**src/rtl/fb_seq_pkg.sv**
```systemverilog
// Shared types and constants for the frame-buffer sequencer.
// States, handshake polarities and helper localparams.
package fb_seq_pkg;

  typedef enum logic [2:0] {
    S_RESET     = 3'd0,
    S_INIT      = 3'd1,
    S_INIT_WAIT = 3'd2,
    S_PREFILL   = 3'd3,
    S_STREAM    = 3'd4,
    S_ERROR     = 3'd5
  } state_e;

  localparam int   ST_W       = 3;
  localparam logic ASSERT_L   = 1'b0;
  localparam logic DEASSERT_L = 1'b1;
  localparam logic ASSERT_H   = 1'b1;
  localparam logic DEASSERT_H = 1'b0;

endpackage

```
**src/rtl/fb_stream_seq_if.sv**
```systemverilog
// Bundle of init, cam FIFO, frame-buffer and ADV FIFO signals
// around the sequencer; master is the sequencer side.
interface fb_stream_seq_if #(
  parameter int NUM_FB = 3,
  parameter int IDX_W  = 2,
  parameter int DROP_W = 8
);
  logic              init_done;
  logic              init_start;
  logic              init_err;
  logic              cam_rdempty;
  logic              cam_rdreq;
  logic [NUM_FB-1:0] fb_full;
  logic [NUM_FB-1:0] fb_rd_done;
  logic [NUM_FB-1:0] fb_rd_valid;
  logic [NUM_FB-1:0] fb_wr_en_n;
  logic [NUM_FB-1:0] fb_rd_en_n;
  logic              adv_wrfull;
  logic              adv_wrreq;
  logic              adv_rdempty;
  logic              hdmi_de;
  logic              adv_rdreq;
  logic [IDX_W-1:0]  wr_sel;
  logic [IDX_W-1:0]  rd_sel;
  logic [DROP_W-1:0] drop_cnt;
  logic [2:0]        state_o;

  modport master (
    input  init_done, cam_rdempty, fb_full, fb_rd_done,
    input  fb_rd_valid, adv_wrfull, adv_rdempty, hdmi_de,
    output init_start, init_err, cam_rdreq, fb_wr_en_n,
    output fb_rd_en_n, adv_wrreq, adv_rdreq, wr_sel,
    output rd_sel, drop_cnt, state_o
  );

  modport slave (
    output init_done, cam_rdempty, fb_full, fb_rd_done,
    output fb_rd_valid, adv_wrfull, adv_rdempty, hdmi_de,
    input  init_start, init_err, cam_rdreq, fb_wr_en_n,
    input  fb_rd_en_n, adv_wrreq, adv_rdreq, wr_sel,
    input  rd_sel, drop_cnt, state_o
  );

endinterface

```
**src/rtl/fb_idx_pick.sv**
```systemverilog
// Lowest buffer index that is neither of two excluded indices.
// Scans downward so the lowest legal index is the last written.
module fb_idx_pick #(
  parameter int NUM_FB = 3,
  parameter int IDX_W  = 2
) (
  input  logic [IDX_W-1:0] i_ex_a,
  input  logic [IDX_W-1:0] i_ex_b,
  output logic [IDX_W-1:0] o_idx
);

  always_comb begin
    o_idx = '0;
    for (int i = NUM_FB - 1; i >= 0; i--) begin
      if (IDX_W'(i) != i_ex_a && IDX_W'(i) != i_ex_b)
        o_idx = IDX_W'(i);
    end
  end

endmodule

```
**src/rtl/fb_stream_seq.sv**
```systemverilog
// Frame-buffer sequencer: init handshake, prefill, streaming,
// and ping-pong / latest-frame-wins rotation over NUM_FB buffers.
module fb_stream_seq
  import fb_seq_pkg::*;
#(
  parameter int NUM_FB   = 3,
  parameter int IDX_W    = 2,
  parameter int INIT_TMO = 1000000,
  parameter int DROP_W   = 8
) (
  input logic           clk,
  input logic           reset,
  fb_stream_seq_if.master bus
);

  localparam int TMO_W = $clog2(INIT_TMO + 1);
  localparam logic [IDX_W-1:0] RD_RST = IDX_W'(NUM_FB - 1);

  state_e             r_state;
  state_e             w_nxt;
  logic [TMO_W-1:0]   r_tmo;
  logic               r_init_err;
  logic               r_rdy;
  logic [IDX_W-1:0]   r_wr_sel;
  logic [IDX_W-1:0]   r_rd_sel;
  logic [IDX_W-1:0]   r_latest;
  logic [IDX_W-1:0]   w_free;
  logic [DROP_W-1:0]  r_drop;
  logic               w_wr_act;
  logic               w_rd_act;
  logic               w_hit_full;
  logic               w_hit_done;
  logic               w_full;
  logic               w_done;
  logic               w_take;
  logic               w_cam_req;
  logic               w_valid;

  fb_idx_pick #(
    .NUM_FB (NUM_FB),
    .IDX_W  (IDX_W)
  ) u_pick (
    .i_ex_a (r_rd_sel),
    .i_ex_b (r_wr_sel),
    .o_idx  (w_free)
  );

  assign w_wr_act = (r_state == S_PREFILL) ||
                    (r_state == S_STREAM);
  assign w_rd_act = (r_state == S_STREAM);

  always_comb begin
    w_hit_full = 1'b0;
    w_hit_done = 1'b0;
    w_valid    = 1'b0;
    for (int i = 0; i < NUM_FB; i++) begin
      if (r_wr_sel == IDX_W'(i))
        w_hit_full = bus.fb_full[i];
      if (r_rd_sel == IDX_W'(i)) begin
        w_hit_done = bus.fb_rd_done[i];
        w_valid    = bus.fb_rd_valid[i];
      end
    end
  end

  assign w_full = w_wr_act & w_hit_full;
  assign w_done = w_wr_act & w_hit_done;
  // Reader may grab the frame completing this same cycle.
  assign w_take = w_done & (r_rdy | w_full);

  always_comb begin
    w_nxt = r_state;
    case (r_state)
      S_RESET:     w_nxt = S_INIT;
      S_INIT:      w_nxt = S_INIT_WAIT;
      S_INIT_WAIT: begin
        if (bus.init_done)
          w_nxt = S_PREFILL;
        else if (r_tmo == TMO_W'(INIT_TMO - 1))
          w_nxt = S_ERROR;
      end
      S_PREFILL: if (w_full) w_nxt = S_STREAM;
      S_STREAM:  w_nxt = S_STREAM;
      S_ERROR:   w_nxt = S_ERROR;
      default:   w_nxt = S_RESET;
    endcase
  end

  always_ff @(posedge clk) begin
    if (!reset) begin
      r_state    <= S_RESET;
      r_tmo      <= '0;
      r_init_err <= 1'b0;
      r_rdy      <= 1'b0;
      r_wr_sel   <= '0;
      r_rd_sel   <= RD_RST;
      r_latest   <= '0;
      r_drop     <= '0;
    end else begin
      r_state    <= w_nxt;
      r_tmo      <= (r_state == S_INIT_WAIT) ?
                    r_tmo + 1'b1 : '0;
      r_init_err <= r_init_err | (w_nxt == S_ERROR);
      if (NUM_FB == 2) begin
        if (w_full) begin
          r_wr_sel <= r_rd_sel;
          r_rd_sel <= r_wr_sel;
        end
      end else begin
        if (w_full) begin
          r_latest <= r_wr_sel;
          r_wr_sel <= w_free;
          if (r_rdy && !w_done && r_drop != '1)
            r_drop <= r_drop + 1'b1;
        end
        if (w_take) begin
          r_rd_sel <= w_full ? r_wr_sel : r_latest;
          r_rdy    <= 1'b0;
        end else if (w_full) begin
          r_rdy    <= 1'b1;
        end
      end
    end
  end

  always_comb begin
    bus.fb_wr_en_n = {NUM_FB{DEASSERT_L}};
    bus.fb_rd_en_n = {NUM_FB{DEASSERT_L}};
    w_cam_req      = w_wr_act & ~bus.cam_rdempty;
    for (int i = 0; i < NUM_FB; i++) begin
      if (w_wr_act && r_wr_sel == IDX_W'(i))
        bus.fb_wr_en_n[i] = ~w_cam_req;
      if (w_rd_act && r_rd_sel == IDX_W'(i))
        bus.fb_rd_en_n[i] = bus.adv_wrfull;
    end
  end

  assign bus.init_start = (r_state == S_INIT) ?
                          ASSERT_H : DEASSERT_H;
  assign bus.init_err   = r_init_err;
  assign bus.cam_rdreq  = w_cam_req;
  assign bus.adv_wrreq  = w_rd_act & w_valid &
                          ~bus.adv_wrfull;
  assign bus.adv_rdreq  = w_rd_act & bus.hdmi_de &
                          ~bus.adv_rdempty;
  assign bus.wr_sel     = r_wr_sel;
  assign bus.rd_sel     = r_rd_sel;
  assign bus.drop_cnt   = r_drop;
  assign bus.state_o    = r_state;

endmodule
```
**src/flat_wrapper.sv**
```systemverilog
// flat-port wrapper written by rule: the top's interface ports become plain ports
module fb_stream_seq_flat import fb_seq_pkg::*;
#(
  parameter int NUM_FB   = 3,
  parameter int IDX_W    = 2,
  parameter int INIT_TMO = 1000000,
  parameter int DROP_W   = 8
)
  (clk, reset, bus_init_done, bus_cam_rdempty, bus_fb_full, bus_fb_rd_done, bus_fb_rd_valid, bus_adv_wrfull, bus_adv_rdempty, bus_hdmi_de, bus_init_start, bus_init_err, bus_cam_rdreq, bus_fb_wr_en_n, bus_fb_rd_en_n, bus_adv_wrreq, bus_adv_rdreq, bus_wr_sel, bus_rd_sel, bus_drop_cnt, bus_state_o);
  fb_stream_seq_if #(.NUM_FB(NUM_FB), .IDX_W(IDX_W), .DROP_W(DROP_W)) bus_i ();
  input logic clk;
  input logic reset;
  input wire logic [$bits(bus_i.init_done)-1:0] bus_init_done;
  input wire logic [$bits(bus_i.cam_rdempty)-1:0] bus_cam_rdempty;
  input wire logic [$bits(bus_i.fb_full)-1:0] bus_fb_full;
  input wire logic [$bits(bus_i.fb_rd_done)-1:0] bus_fb_rd_done;
  input wire logic [$bits(bus_i.fb_rd_valid)-1:0] bus_fb_rd_valid;
  input wire logic [$bits(bus_i.adv_wrfull)-1:0] bus_adv_wrfull;
  input wire logic [$bits(bus_i.adv_rdempty)-1:0] bus_adv_rdempty;
  input wire logic [$bits(bus_i.hdmi_de)-1:0] bus_hdmi_de;
  output wire logic [$bits(bus_i.init_start)-1:0] bus_init_start;
  output wire logic [$bits(bus_i.init_err)-1:0] bus_init_err;
  output wire logic [$bits(bus_i.cam_rdreq)-1:0] bus_cam_rdreq;
  output wire logic [$bits(bus_i.fb_wr_en_n)-1:0] bus_fb_wr_en_n;
  output wire logic [$bits(bus_i.fb_rd_en_n)-1:0] bus_fb_rd_en_n;
  output wire logic [$bits(bus_i.adv_wrreq)-1:0] bus_adv_wrreq;
  output wire logic [$bits(bus_i.adv_rdreq)-1:0] bus_adv_rdreq;
  output wire logic [$bits(bus_i.wr_sel)-1:0] bus_wr_sel;
  output wire logic [$bits(bus_i.rd_sel)-1:0] bus_rd_sel;
  output wire logic [$bits(bus_i.drop_cnt)-1:0] bus_drop_cnt;
  output wire logic [$bits(bus_i.state_o)-1:0] bus_state_o;
  assign bus_i.init_done = bus_init_done;
  assign bus_i.cam_rdempty = bus_cam_rdempty;
  assign bus_i.fb_full = bus_fb_full;
  assign bus_i.fb_rd_done = bus_fb_rd_done;
  assign bus_i.fb_rd_valid = bus_fb_rd_valid;
  assign bus_i.adv_wrfull = bus_adv_wrfull;
  assign bus_i.adv_rdempty = bus_adv_rdempty;
  assign bus_i.hdmi_de = bus_hdmi_de;
  assign bus_init_start = bus_i.init_start;
  assign bus_init_err = bus_i.init_err;
  assign bus_cam_rdreq = bus_i.cam_rdreq;
  assign bus_fb_wr_en_n = bus_i.fb_wr_en_n;
  assign bus_fb_rd_en_n = bus_i.fb_rd_en_n;
  assign bus_adv_wrreq = bus_i.adv_wrreq;
  assign bus_adv_rdreq = bus_i.adv_rdreq;
  assign bus_wr_sel = bus_i.wr_sel;
  assign bus_rd_sel = bus_i.rd_sel;
  assign bus_drop_cnt = bus_i.drop_cnt;
  assign bus_state_o = bus_i.state_o;
  fb_stream_seq #(.NUM_FB(NUM_FB), .IDX_W(IDX_W), .INIT_TMO(INIT_TMO), .DROP_W(DROP_W)) u_core (.clk(clk), .reset(reset), .bus(bus_i));
endmodule
```
**config.mk**
```make
export PLATFORM = sky130hd
export DESIGN_NAME = fb_stream_seq_flat
export DESIGN_NICKNAME = d
export VERILOG_FILES = /design/src/rtl/fb_seq_pkg.sv /design/src/rtl/fb_stream_seq_if.sv /design/src/rtl/fb_idx_pick.sv /design/src/rtl/fb_stream_seq.sv /design/src/flat_wrapper.sv
export SDC_FILE = /design/constraint.sdc
export NUM_CORES = 1
export LEC_CHECK = 0
export CAP_MARGIN = 30
export CORE_MARGIN = 2
export CORE_UTILIZATION = 45
export DETAILED_ROUTE_END_ITERATION = 8
export PLACE_DENSITY = 0.72
export RECOVER_POWER = 100
export SLEW_MARGIN = 0
export SYNTH_ARGS = -nofsm -noshare
export SYNTH_HDL_FRONTEND = slang
export SYNTH_SLANG_ARGS = --single-unit
```
**constraint.sdc**
```tcl
create_clock -name clk -period 2.7 [get_ports clk]
set_input_delay 0.27 -clock clk [delete_from_list [all_inputs] [get_ports clk]]
set_output_delay 0.27 -clock clk [all_outputs]
set_load 0.05 [all_outputs]
```
# After elaboration in Yosys (flattened, before gate mapping)
# Index checks and enable logic that the tools add are counted.
# W data, S select, Z words.
# op_classes
add_sub_neg	2
eq_ne	16
mux	24
bitwise_logic	15
n_reduce_logical	21
# op_table
operator	count
$add A20 B1 Y20 const B	1
$eq A20 B20 Y1 const B	1
$pmux W3 S6	1
$mux W1	16
$logic_and A1 B1 Y1	11
$eq A3 B3 Y1 const B	3
$mux W3	3
$add A8 B1 Y8 const B	1
$and A1 B1 Y1	8
$mux W2	4
$ne A8 B8 Y1 const B	1
$eq A3 B2 Y1 const B	2
$not A1 Y1	5
$eq A2 B1 Y1 const B	2
$eq A2 B2 Y1 const B	2
$logic_not A2 Y1	2
$ne A1 B2 Y1 const A	2
$ne A2 B2 Y1 const A	2
$reduce_and A2 Y1	2
$reduce_bool A2 Y1	2
$eq A3 B1 Y1 const B	1
$logic_not A3 Y1	1
$or A1 B1 Y1	2
$reduce_or A2 Y1	1
2 further kinds	2
# totals
register_bits	39
output_inout_bits	26

# Longest topological paths before layout
# Gate-level depths: netlist (run 1).
# logic_depth
ltp_word	9
mapped_depth	7
depth_no_buf	6

# Modules after synthesis
# From an unflattened synthesis (run 1), not the netlist that was laid out.
# hier_totals
hier_cells	237
area_unflattened_um2	2001.9
# modules_own_cells
module	instances	cells_each	area_per_inst_um2
fb_stream_seq	1	232	1964.4
fb_idx_pick	1	5	37.5

# Worst setup path before layout (run 1)
# OpenSTA, ideal clock, no wires.
# synth_path
path_type	reg-to-output
startpoint	reg u_core.r_state[2] (netlist: u_core.bus.state_o[2])
endpoint	out bus_fb_wr_en_n[2]
arrival_ns	2.486
t_required_ns	2.430
setup_slack_ns	-0.056
path_stages_with_launch	5
n_path_buf	0
cell_sequence	dfxtp_1 -> nor3b_4 -> a21oi_2 -> nor2_1 -> nand3b_1
# synth_between
elab_chain_len	5
word_cells_on_any_way	7
classes_between	2 x eq/ne; 1 x mux; 2 x bitwise; 2 x reduce/logical
# synth_rtl
element	line_no	text
start: declaration	fb_stream_seq.sv:19	state_e r_state;
start signal: assignment	fb_stream_seq.sv:100	r_state <= w_nxt;
$eq A3 B2 Y1 / $eq A3 B3 Y1 (equally long branches)	fb_stream_seq.sv:48, fb_stream_seq.sv:49	
$logic_or A1 B1 Y1 (*)	fb_stream_seq.sv:48	assign w_wr_act = (r_state == S_PREFILL) ||
$and A1 B1 Y1 (*)	fb_stream_seq.sv:129	w_cam_req = w_wr_act & ~bus.cam_rdempty;
via bus_cam_rdreq	flat_wrapper.sv:23	output wire logic [$bits(bus_i.cam_rdreq)-1:0] bus_cam_rdreq;
$not A1 Y1 (*)	fb_stream_seq.sv:132	bus.fb_wr_en_n[i] = ~w_cam_req;
$mux W1 (*)	fb_stream_seq.sv:131	if (w_wr_act && r_wr_sel == IDX_W'(i))
end: declaration	flat_wrapper.sv:24	output wire logic [$bits(bus_i.fb_wr_en_n)-1:0] bus_fb_wr_en_n;
# The timed path passes the listed nets; every way through them passes the cells marked *.

# Worst setup path after layout (run 1)
# layout_path
startpoint	reg u_core.r_state[2] (netlist: u_core.bus.state_o[2])
endpoint	out bus_fb_wr_en_n[0]
# layout_between
elab_chain_len	5
word_cells_on_any_way	7
classes_between	2 x eq/ne; 1 x mux; 2 x bitwise; 2 x reduce/logical
# layout_rtl
element	line_no
$eq A3 B2 Y1 / $eq A3 B3 Y1 (equally long branches)	fb_stream_seq.sv:48, fb_stream_seq.sv:49
$logic_or A1 B1 Y1 (*)	fb_stream_seq.sv:48
$and A1 B1 Y1	fb_stream_seq.sv:129
$not A1 Y1	fb_stream_seq.sv:132
$mux W1 (*)	fb_stream_seq.sv:131
# Every way passes the cells marked *; elsewhere a longest branch is shown, timed or not.

==> flow_summary.ini, run 1 <==
[outcome]
outcome = complete, no violations

[sta]
period_share_pct = 93.60
rsz0062_at_grt = false
slew_headroom_pct = 49.95
fin_ws_ns = 0.1729
tns_ns = 0
skew_ns = 0.004091
min_period_ns = 2.527
fmax_ghz = 0.3957
final-max-slew-violation-count = 0
worst_pin_slew_ns = 0.7450
finalHoldViolCount = 0
setup_violations = 0

[finish]
final_util_pct = 60.72
syn_to_final_growth_pct = 27.94
final_cells = 315
drive_gt1_share_pct = 6.038
nets = 282
final_cell_mix = dfxtp_1, nor2_1, dlygate4sd3_1
diodes = 0
fill_cells = 379
final_common_cell = dfxtp_1

[die]
die_h_um = 69.42
pin_count = 42
die_area_um2 = 4818
dieWidth_um = 69.42
core.rowCount = 23
initial_core_util_pct = 47.46
core_um2 = 4058

[global_route]
grt_max_degree = 23
antenna_found_initial = 0
grt_pass1_wl_um = 6651
grt_pass1_vias = 1479
grt-ovfl-total = 0
track_usage_pct = 16.83

[synthesis]
synth_nets = 240
syn_inst = 222
async_reset_ff_share_pct = 0
syn_area_um2 = 1926
synth_edf_count = 0
avgSynthCellArea_um2 = 8.674
synth_flop_cell = dfxtp_1
ys_seq_elements = 39
ys_seq_area_share_pct = 40.55
yosysWarnings = 0
synth_cell_type_count = 48

[worst_hold_path]
min_path_type = reg2reg

[routing]
routed_via_density = 5.419
detail-route-antenna-nets = 0
drc = 0
drtIter0Drc = 142
wire_per_inst_um = 12.53
routed_wl_um = 3947
vias = 1707
dr.pass1.iters = 4

[power]
vdd_drop_max_uv = 337.6
cellPowerDensity_nw_per_um2 = 488.8
power_leakage_nw = 0.8986
report.power.total_mw = 1.204

[critical_path]
path_max_fanout = 8
cp-end-kind = output port
r2r_slack_ns = 0.37
worstSetupStartpointType = flop
cp_data_arrival_time_ns = 2.26
crit_type = reg2out
worst_ep_required_time_ns = 2.43

[clock_tree]
htree_levels = 2
cts_buffers = 5
cts_setup_buffers = 0
cts_root_buffer = clkbuf_8
tritoncts = yes
cts_resized = 0
ctsLongestPathBuffers = 2
clkLatencyLatePin_ns = 0.29
holdBufCountCts = 0
cts.sinks = 39
clk_pin_slew_ns = 0.07

[place]
gp_congestion = 0.7982
post-place-ws_ns = 0.3537
dp_hpwl_um = 2908
io_buffers = 41
dpl.cell_count = 307

[job]
maxCapViolCount = 0
## final cells by class
cell class	count	area, um2	share of cell area (%)
Multi-Input combinational cell	169	1065	43.22
Sequential cell	39	780.7	31.69
Timing Repair Buffer	44	432.9	17.57
Clock buffer	7	96.34	3.911
Tap cell	50	62.56	2.539
Inverter	5	18.77	0.7618
Clock inverter	1	7.507	0.3047
## flip-flops by register name, summed over array words and instances, names as in the netlist
register / count
u_core.bus.wr_sel: 2
u_core.bus.rd_sel: 2
u_core.bus.drop_cnt: 8
u_core.r_rdy: 1
u_core.bus.init_err: 1
u_core.bus.state_o: 3
u_core.r_latest: 2
u_core.r_tmo: 20
## worst max-delay path, cell delays in order (launching register included)
cell,delay [ns]
dfxtp_1,0.42
and2b_1,0.24
a21oi_2,0.30
nor2_2,0.09
nand2_1,0.06
dlygate4sd3_1,0.86
## metal layers
layer	global-route usage, %	part of all wire [%]
met1	21.52	45
met2	27.03	49
met3	5.378	5.0
met4	5.229	0.63
met5	0	0
## path summary, 6_finish.rpt
path	startpoint	endpoint	cells past startpoint
setup / recovery	u_core.bus.state_o[2]$_SDFF_PN0_	bus_fb_wr_en_n[0]	5
hold / removal	u_core.r_tmo[0]$_SDFF_PN0_	u_core.r_tmo[0]$_SDFF_PN0_	1
setup reg to reg	u_core.bus.wr_sel[1]$_SDFFE_PN0P_	u_core.bus.drop_cnt[7]$_SDFFE_PN0P_	5
hold reg to reg	u_core.r_tmo[0]$_SDFF_PN0_	u_core.r_tmo[0]$_SDFF_PN0_	1
## stage by stage
| stage | hold WS [ns] | cell area, um2 |
|---|---|---|
| detailed placement | 0.4552 | 2365 |
| finish | 0.4647 | 2464 |
| global route | 0.4917 | 2464 |
| global placement | 0.4456 | 2365 |
| CTS | 0.4732 | 2469 |
| floorplan | 0.4092 | 1928 |
## report_power, final
part	internal (mW)	switching (mW)	total [mW]
Clock	0.232	0.202	0.434
Sequential	0.585	0.0157	0.601
Combinational	0.0694	0.0999	0.169
## cell usage after synthesis, types with 2 or more instances
library cell | n | area, um2
dfxtp_1 | 39 | 780.8
nor2_1 | 31 | 116.4
nand2_1 | 16 | 60.06
nand3_1 | 12 | 60.06
xor2_1 | 12 | 105.1
a21oi_1 | 9 | 45.04
xnor2_1 | 7 | 61.31
nand4_1 | 6 | 37.54
o21ai_0 | 6 | 30.03
inv_1 | 5 | 18.77
or3_1 | 5 | 31.28
clkbuf_1 | 4 | 15.01
mux2i_1 | 4 | 40.04
nand2b_1 | 4 | 25.02
nand3b_1 | 4 | 30.03
nor2b_1 | 4 | 25.02
and4_1 | 3 | 26.28
buf_6 | 3 | 33.78
nor3_1 | 3 | 15.01
nor4b_1 | 3 | 26.28
o21ai_1 | 3 | 15.01
or4_1 | 3 | 22.52
a21o_1 | 2 | 15.01
and2_1 | 2 | 12.51
buf_2 | 2 | 10.01
ha_1 | 2 | 25.02
o211a_1 | 2 | 20.02
o211ai_1 | 2 | 15.01
o21a_1 | 2 | 15.01
o221a_2 | 2 | 22.52
o22ai_1 | 2 | 12.51
o31ai_1 | 2 | 15.01
## cells by family (layout without fill, tap and decap cells)
family                   count (synthesis)  in the layout  share of synthesized area, %
adder cells (fa/ha/maj)                  2              2                         1.299
AO/OA/AOI/OAI                           39             39                         13.77
XOR/XNOR                                19             19                         8.642
AND/OR/NAND/NOR                        105            105                         29.63
flip-flops                              39             39                         40.55
buffers and inverters                   14             57                         4.028
multiplexers                             4              4                         2.079
Power figures use the tool's default switching activity.
==> run 2: changes to the inputs <==
--- a/config.mk
+++ b/config.mk
@@ -9,6 +9,7 @@
 export CORE_MARGIN = 2
 export CORE_UTILIZATION = 45
 export DETAILED_ROUTE_END_ITERATION = 8
+export HOLD_SLACK_MARGIN = 0.03
 export PLACE_DENSITY = 0.72
 export RECOVER_POWER = 100
 export SLEW_MARGIN = 0
==> results of run 2 <==
Final layout, timing and power as in run 1 (identical DEF).
